[config.mk]
export PLATFORM = sky130hd
export DESIGN_NAME = ac_sequencer
export DESIGN_NICKNAME = d
export VERILOG_FILES = /design/src/rtl/ac_pkg.sv /design/src/rtl/dwell_timer.sv /design/src/rtl/ac_sequencer.sv
export SDC_FILE = /design/constraint.sdc
export NUM_CORES = 1
export LEC_CHECK = 0
export ABC_AREA = 1
export BUFFER_PORTS_ARGS = -buffer_cell sky130_fd_sc_hd__buf_2
export CAP_MARGIN = 20
export CELL_PAD_IN_SITES_DETAIL_PLACEMENT = 1
export CELL_PAD_IN_SITES_GLOBAL_PLACEMENT = 1
export CORE_MARGIN = 3
export CORE_UTILIZATION = 41
export DETAILED_ROUTE_END_ITERATION = 7
export PLACE_DENSITY_LB_ADDON = 0.1
export SYNTH_ARGS = -nofsm -noshare
export SYNTH_HDL_FRONTEND = slang
export SYNTH_SLANG_ARGS = --single-unit
[constraint.sdc]
create_clock -name clk -period 1.8 [get_ports clk]
set_input_delay 0.18 -clock clk [delete_from_list [all_inputs] [get_ports clk]]
set_output_delay 0.18 -clock clk [all_outputs]
set_load 0.005 [all_outputs]
[src/rtl/ac_pkg.sv]
// Shared definitions for the AC plant sequencer: state encodings and width.
package ac_pkg;

  localparam int STATE_W = 3;

  // Encodings are visible on the debug state port, so values are fixed.
  typedef enum logic [STATE_W-1:0] {
    ST_IDLE = 3'd0,
    ST_PRE  = 3'd1,
    ST_HEAT = 3'd2,
    ST_COOL = 3'd3,
    ST_POST = 3'd4,
    ST_LOCK = 3'd5
  } state_t;

endpackage

[src/rtl/dwell_timer.sv]
// Loadable down-counter that measures how long the sequencer dwells in a state.
// Decrements every cycle it is not loaded and holds at zero.
module dwell_timer #(
  parameter int CNT_W = 8
) (
  input  logic             clk,
  input  logic             rst,
  input  logic             load,
  input  logic [CNT_W-1:0] value,
  output logic             done
);

  logic [CNT_W-1:0] cnt;

  // Load, or count down and saturate at zero.
  always_ff @(posedge clk) begin
    if (rst) begin
      cnt <= '0;
    end else if (load) begin
      cnt <= value;
    end else if (cnt != '0) begin
      // NOTE: state registers use non-blocking assignments so every flop samples pre-edge values.
      cnt <= cnt - 1'b1;
    end
  end

  assign done = (cnt == '0);

endmodule

[src/rtl/ac_sequencer.sv]
// HVAC plant sequencer: turns thermostat heat/cool demand into fan, heater and
// compressor enables with fan pre-run, minimum on-time, fan post-run and a
// compressor lockout after every cooling run.
module ac_sequencer
  import ac_pkg::*;
#(
  parameter int PRE_CYC  = 4,
  parameter int MIN_ON   = 16,
  parameter int POST_CYC = 8,
  parameter int LOCKOUT  = 32,
  parameter int CNT_W    = 8
) (
  input  logic               clk,
  input  logic               rst,
  input  logic               heat_req,
  input  logic               cool_req,
  output logic               fan,
  output logic               heater_en,
  output logic               compressor_en,
  output logic               conflict,
  output logic [STATE_W-1:0] state
);

  // Timer load values: a dwell of N cycles counts N-1 down to 0.
  localparam logic [CNT_W-1:0] PRE_LD  = CNT_W'(PRE_CYC - 1);
  localparam logic [CNT_W-1:0] MIN_LD  = CNT_W'(MIN_ON - 1);
  localparam logic [CNT_W-1:0] POST_LD = CNT_W'(POST_CYC - 1);
  localparam logic [CNT_W-1:0] LOCK_LD = CNT_W'(LOCKOUT - 1);

  state_t           state_q, state_d;
  logic             mode_cool_q, mode_cool_d;
  logic             conflict_d;
  logic             tmr_load;
  logic [CNT_W-1:0] tmr_value;
  logic             tmr_done;

  dwell_timer #(.CNT_W(CNT_W)) u_timer (
    .clk   (clk),
    .rst   (rst),
    .load  (tmr_load),
    .value (tmr_value),
    .done  (tmr_done)
  );

  // Next-state, mode latch, timer reload and conflict detection.
  always_comb begin
    // NOTE: every signal gets a default before the case so no path can infer a latch.
    state_d     = state_q;
    mode_cool_d = mode_cool_q;
    conflict_d  = 1'b0;
    tmr_load    = 1'b0;
    tmr_value   = '0;
    case (state_q)
      ST_IDLE: begin
        if (heat_req ^ cool_req) begin
          state_d     = ST_PRE;
          mode_cool_d = cool_req;
          tmr_load    = 1'b1;
          tmr_value   = PRE_LD;
        end else if (heat_req && cool_req) begin
          conflict_d = 1'b1;
        end
      end
      ST_PRE: begin
        if (mode_cool_q ? !cool_req : !heat_req) begin
          // Demand vanished during pre-run: never pulse the heater/compressor.
          state_d   = ST_POST;
          tmr_load  = 1'b1;
          tmr_value = POST_LD;
        end else if (tmr_done) begin
          state_d   = mode_cool_q ? ST_COOL : ST_HEAT;
          tmr_load  = 1'b1;
          tmr_value = MIN_LD;
        end
      end
      ST_HEAT: begin
        if (tmr_done && (!heat_req || cool_req)) begin
          state_d   = ST_POST;
          tmr_load  = 1'b1;
          tmr_value = POST_LD;
        end
      end
      ST_COOL: begin
        if (tmr_done && (!cool_req || heat_req)) begin
          state_d   = ST_POST;
          tmr_load  = 1'b1;
          tmr_value = POST_LD;
        end
      end
      ST_POST: begin
        if (tmr_done) begin
          if (mode_cool_q) begin
            state_d   = ST_LOCK;
            tmr_load  = 1'b1;
            tmr_value = LOCK_LD;
          end else begin
            state_d = ST_IDLE;
          end
        end
      end
      ST_LOCK: begin
        if (tmr_done) state_d = ST_IDLE;
      end
      default: state_d = ST_IDLE;
    endcase
  end

  // State register plus registered output decode.
  always_ff @(posedge clk) begin
    if (rst) begin
      state_q       <= ST_IDLE;
      mode_cool_q   <= 1'b0;
      fan           <= 1'b0;
      heater_en     <= 1'b0;
      compressor_en <= 1'b0;
      conflict      <= 1'b0;
    end else begin
      state_q       <= state_d;
      mode_cool_q   <= mode_cool_d;
      // NOTE: outputs decode the next state so they change on the same edge as state.
      fan           <= (state_d == ST_PRE) || (state_d == ST_HEAT) ||
                       (state_d == ST_COOL) || (state_d == ST_POST);
      heater_en     <= (state_d == ST_HEAT);
      compressor_en <= (state_d == ST_COOL);
      conflict      <= conflict_d;
    end
  end

  assign state = state_q;

endmodule

# Yosys cells after proc, flatten, opt, wreduce, memory -nomap -nowiden
# Index checks and enable logic that the tools add are counted.
dict set report word_totals {
  ff_bits 16
  in_bits 4
  elab_cells 65
}
dict set report classes {
  n_addsub 1
  eq_ne 9
  n_mux 30
  n_bitwise 2
  reduce_logical 16
}
# op count
set op_table {}
lappend op_table {{$mux W3} 10}
lappend op_table {{$pmux W5 S5} 1}
lappend op_table {{$pmux W3 S6} 1}
lappend op_table {{$mux W8} 2}
lappend op_table {{$eq A3 B2 Y1 const B} 4}
lappend op_table {{$mux W1} 10}
lappend op_table {{$mux W5} 2}
lappend op_table {{$eq A3 B3 Y1 const B} 3}
lappend op_table {{$logic_not A8 Y1} 1}
lappend op_table {{$mux W4} 2}
lappend op_table {{$reduce_bool A8 Y1} 1}
lappend op_table {{$sub A8 B1 Y8 const B} 1}
lappend op_table {{$eq A3 B1 Y1 const B} 2}
lappend op_table {{$logic_or A1 B1 Y1} 5}
lappend op_table {{$pmux W1 S5} 1}
lappend op_table {{$logic_and A1 B1 Y1} 3}
lappend op_table {{$logic_not A3 Y1} 1}
lappend op_table {{$reduce_or A3 Y1} 1}
lappend op_table {{$logic_not A1 Y1} 2}
lappend op_table {{$mux W2} 1}
lappend op_table {{$reduce_and A2 Y1} 1}
lappend op_table {{$reduce_bool A2 Y1} 1}
lappend op_table {{$not A1 Y1} 1}
lappend op_table {{$xor A1 B1 Y1} 1}

# Depth between registers and ports, before layout
dict set report depth {
  word_depth 9
  depth_mapped 11
  mapped_depth_nobuf 11
}

# Modules after synthesis
# From an unflattened synthesis, not the netlist that was laid out.
dict set report hier_totals {
  cells_unflattened 159
  hier_area_um2 1023.5
}
# module instances cells_per_inst area_each_um2
set modules_own_cells {}
lappend modules_own_cells {ac_sequencer 1 89 550.5}
lappend modules_own_cells {dwell_timer 1 70 473.0}

# Worst setup path before layout
# OpenSTA, ideal clock, no wires.
dict set report synth_path {
  path_kind {reg2reg}
  start {register u_timer.cnt[0]}
  end {register u_timer.cnt[4]}
  setup_time_ns 0.124
  arrival_ns 1.348
  required_ns 1.676
  slack_ns 0.328
  path_stages_with_launch 12
  period_less_slack_ns 1.472
  cell_sequence {dfxtp_1 -> inv_1 -> ha_1 -> nand2_4 -> nor2_8 -> nand3_1 -> nand2_2 -> nor2_4 -> nand2_4 -> nand2_1 -> nand2_1 -> nor2_1}
}
dict set report synth_between {
  elab_chain_cells 5
  word_cells_on_any_way 16
  classes_between {add/sub (1); mux (10); reduce/logical (5)}
}
# element line
set synth_rtl {}
lappend synth_rtl {{from (decl)} dwell_timer.sv:13} ;# logic [CNT_W-1:0] cnt;
lappend synth_rtl {{from (signal assigned)} dwell_timer.sv:20} ;# cnt <= value;
lappend synth_rtl {{from (signal assigned)} dwell_timer.sv:23} ;# cnt <= cnt - 1'b1;
lappend synth_rtl {{branches (longest 5 deep; another with $sub A8 B1 Y8)} -}
# Several ways; the timed one is not identified. The select of a mux whose other input is x is not followed.
# A chain may end at the register's enable or synchronous reset.

# Worst setup path after layout
dict set report layout_path {
  start {register u_timer.cnt[0]}
  end {register fan}
}
dict set report layout_between {
  elab_chain_cells 8
  word_cells_on_any_way 17
  classes_between {eq/ne (4); mux (7); reduce/logical (6)}
}
# element line
set layout_rtl {}
lappend layout_rtl {{$logic_not A8 Y1 *} dwell_timer.sv:27} ;# assign done = (cnt == '0);
lappend layout_rtl {{$mux W3 (tied with other cells)} ac_sequencer.sv:70} ;# end else if (tmr_done) begin
lappend layout_rtl {{$mux W3 (on tied branches)} {ac_sequencer.sv:65, ac_sequencer.sv:77, ac_sequencer.sv:84}}
lappend layout_rtl {{$pmux W3 S6 *} ac_sequencer.sv:53} ;# case (state_q)
lappend layout_rtl {{$eq A3 B1 Y1 or $eq A3 B2 Y1 (tied branches)} ac_sequencer.sv:121} ;# fan <= (state_d == ST_PRE) || (state_d == ST_HEAT) ||
lappend layout_rtl {{$logic_or A1 B1 Y1 (2 in series)} ac_sequencer.sv:121}
lappend layout_rtl {{$logic_or A1 B1 Y1 *} ac_sequencer.sv:122} ;# (state_d == ST_COOL) || (state_d == ST_POST);
lappend layout_rtl {{to (signal assigned)} ac_sequencer.sv:121}
lappend layout_rtl {{to (decl)} ac_sequencer.sv:17} ;# output logic fan,
# Every way passes the cells marked *; elsewhere a longest branch is shown, timed or not.

==> impl_metrics.tcl <==
set metrics [dict create \
    worst-path-max-fanout 10 \
    io_pins 11 \
    rsz0062_at_grt "false" \
    cpMaxStageDelayCell "dfxtp_1" \
    antenna_left 0 \
    ff2ff_path_depth 9 \
    cellPowerDensity_nw_per_um2 1860 \
    fp.dieW_um 55.5 \
    synth.yosys.seq_area_share_pct 31.8 \
    fillCellCount 309 \
    power.internal_w 0.00105 \
    leakagePower_nw 0.570 \
    coreArea_um2 2280 \
    io_buffers 10 \
    skew_ns 0.00554 \
    drv_cap 0 \
    firstDrtPassIters 4 \
    holdPathEnd "u_timer.cnt[3]" \
    num-nets-final 159 \
    cp_top_family "simple AND/OR/NAND/NOR gates" \
    drt_iter0_drc 9 \
    setup_viol 0 \
    cts-root-buf "clkbuf_4" \
    grt_pass1_vias 901 \
    grt_max_degree 11 \
    tritoncts "yes" \
    hp-start "rst" \
    vias_per_cell 5.02 \
    hold_viol 0 \
    p_comb_share_pct 61.1 \
    synth.distinct_cells 27 \
    critPathLaunchType "flop" \
    clock_latency_ns 0.29 \
    path_class "reg -> reg" \
    syn_inst 136 \
    grt-ovfl-total 0 \
    rr_endpoint "fan" \
    p_total_w 0.00209 \
    path_clk_slew_ns 0.10 \
    ys_warn_count 0 \
    fp.dieArea_um2 3080 \
    dp.final_hpwl_mm 1.83 \
    fin_cells 177 \
    min_path_type "in -> reg" \
    cp.required_ns 1.98 \
    drc_errors 0 \
    synth_seq_cells 16 \
    arrival_ns 1.86 \
    whs_path_depth 2 \
    grtUsageTotal_pct 15.7 \
    syn_avg_cell_area_um2 7.40 \
    crit_chain "inv_1 -> ha_2 -> nand2_4 -> nor2_8 -> nand2_1 -> nand3_1 -> nand4_1 -> nor2_1 -> a21oi_1" \
    synthesis.area_um2 1010 \
    grt_antenna_before_repair 0 \
    post_cts_buffers 0 \
    r2r-start "u_timer.cnt[0]" \
    post-route-util_pct 49.5 \
    sw_frac_of_total_pct 49.8 \
    path_buf_inv 1 \
    start_util_pct 44.2 \
    reg2reg_slack_ns 0.12 \
    p_seq_share_pct 27.2 \
    irDropWorstVdd_uv 772 \
    globalplace.congestion 0.870 \
    hold_buffers 0 \
    clock_power_share_pct 11.7 \
    htree_num_levels 1 \
    setup_tns_ns 0 \
    multi_input_area_um2 609 \
    slew-limit-headroom_pct 78.0 \
    period_needed_ns 1.68 \
    num_vias 888 \
    diodes 0 \
    place_inst 173 \
    syn-num-nets 145 \
    grt_pass1_wl_mm 3.89 \
    p_switching_w 0.00104 \
    cts_buffers 3 \
    tightest_slew_ns 0.328 \
    die_y_um 55.5 \
    drive_above_1_share_pct 24.2 \
    rows 17 \
    clk_path_buf_depth 2 \
    worstSetupEndpointType "flop" \
    cpPeakStageDelay_ns 0.31 \
    wirelength_mm 2.29 \
    finalMaxSlewViolations 0 \
    numClockSinks 16 \
    outcome "finished, final reports clean" \
    finalCritPeriodShare_pct 93.2 \
    cts.repair.resized 0 \
    regArea_um2 320 \
    syn2layout_area_growth_pct 11.9 \
    fmax_mhz 596 \
    avgRoutedWirePerCell_um 13.0 \
]
[power groups by stage]
| stage | logic [W] | registers, W | clock network (W) |
|---|---|---|---|
| finish | 0.00128 | 0.000569 | 0.000244 |
| global route | 0.00144 | 0.000587 | 0.000265 |
| CTS | 0.00129 | 0.000571 | 0.000253 |
| detailed placement | 0.00128 | 0.000579 | 0 |
| global placement | 0.00124 | 0.000576 | 0 |
| floorplan | 0.00101 | 0.000563 | 0 |
[sequential cells by signal, summed over array words and instances (netlist names)]
signal / count
u_timer.cnt: 8
state: 3
compressor_en: 1
conflict: 1
fan: 1
heater_en: 1
mode_cool_q: 1
[cells in the final DEF, fill, tap and decap left out, drive strengths merged]
cell and instances:
nand4 2, a21oi 3, buf 10, o211ai 2, xnor2 2, clkbuf 4
o21ai 8, xor2 5, nand2 29, dfxtp 16, nor2 20, nor3 8
nand3 14, inv 20, nand3b 1, ha 5
[how the worst max path moves through the flow]
stage                        start              to  slack (ns)  depth (start not counted)
global placement    u_timer.cnt[0]             fan        0.21                          9
finish              u_timer.cnt[0]             fan        0.12                          9
detailed placement  u_timer.cnt[0]             fan        0.14                          9
CTS                 u_timer.cnt[0]             fan        0.11                          9
global route        u_timer.cnt[0]             fan        0.02                          9
floorplan           u_timer.cnt[0]  u_timer.cnt[4]        0.33                         11
[stage by stage]
stage | setup WS, ns | hold slack [ns] | cell area [µm²]
3_3_place_gp | 0.205 | 0.458 | 1090
4_1_cts | 0.112 | 0.139 | 1120
2_1_floorplan | 0.328 | 0.332 | 1010
5_1_grt | 0.0197 | 0.156 | 1130
6_report | 0.122 | 0.145 | 1130
3_5_place_dp | 0.140 | 0.463 | 1090
[routing by layer]
layer	GRT usage, %	routed length [µm]	up-vias
li1	-	-	463
met1	19.5	1080	407
met2	27.2	1140	14
met3	2.34	50	4
met4	5.56	29	0
met5	0	0	-
[kinds of logic (layout without fill, tap and decap cells)]
kind of cell	count (synthesis)	count (layout)	synth area share (%)
adder cells (fa/ha/maj)	5	5	6.22
flip-flops	16	16	31.8
AND/OR/NAND/NOR	74	74	39.8
AO/OA/AOI/OAI	13	13	8.21
buffers and inverters	21	34	7.84
XOR/XNOR	7	7	6.09
[cell usage after synthesis]
library cell | instances | area, µm²
nand2_1 | 22 | 82.6
inv_1 | 19 | 71.3
dfxtp_1 | 16 | 320
nor2_1 | 14 | 52.6
nand3_1 | 13 | 65.1
ha_1 | 5 | 62.6
nor3_1 | 5 | 25.0
xor2_1 | 5 | 43.8
nand2_2 | 4 | 25.0
nor2_2 | 4 | 25.0
o21ai_0 | 4 | 20.0
nand2_4 | 3 | 33.8
nor3_2 | 3 | 30.0
o21ai_1 | 3 | 15.0
a21oi_1 | 2 | 10.0
nand4_1 | 2 | 12.5
xnor2_1 | 2 | 17.5
a21oi_2 | 1 | 8.76
clkbuf_1 | 1 | 3.75
inv_2 | 1 | 3.75
nand3_2 | 1 | 10.0
nand3b_1 | 1 | 7.51
nor2_4 | 1 | 11.3
nor2_8 | 1 | 20.0
o211ai_1 | 1 | 7.51
o211ai_2 | 1 | 12.5
o21ai_2 | 1 | 8.76
[cell type report]
cell class                      instances  share of cell area [%]
Sequential cell                        16                    28.4
Tap cell                               28                    3.11
Multi-Input combinational cell         99                    54.1
Timing Repair Buffer                   10                    4.44
Inverter                               20                    6.67
Clock buffer                            4                    3.22
No activity file was read; power rests on OpenSTA's default activity.
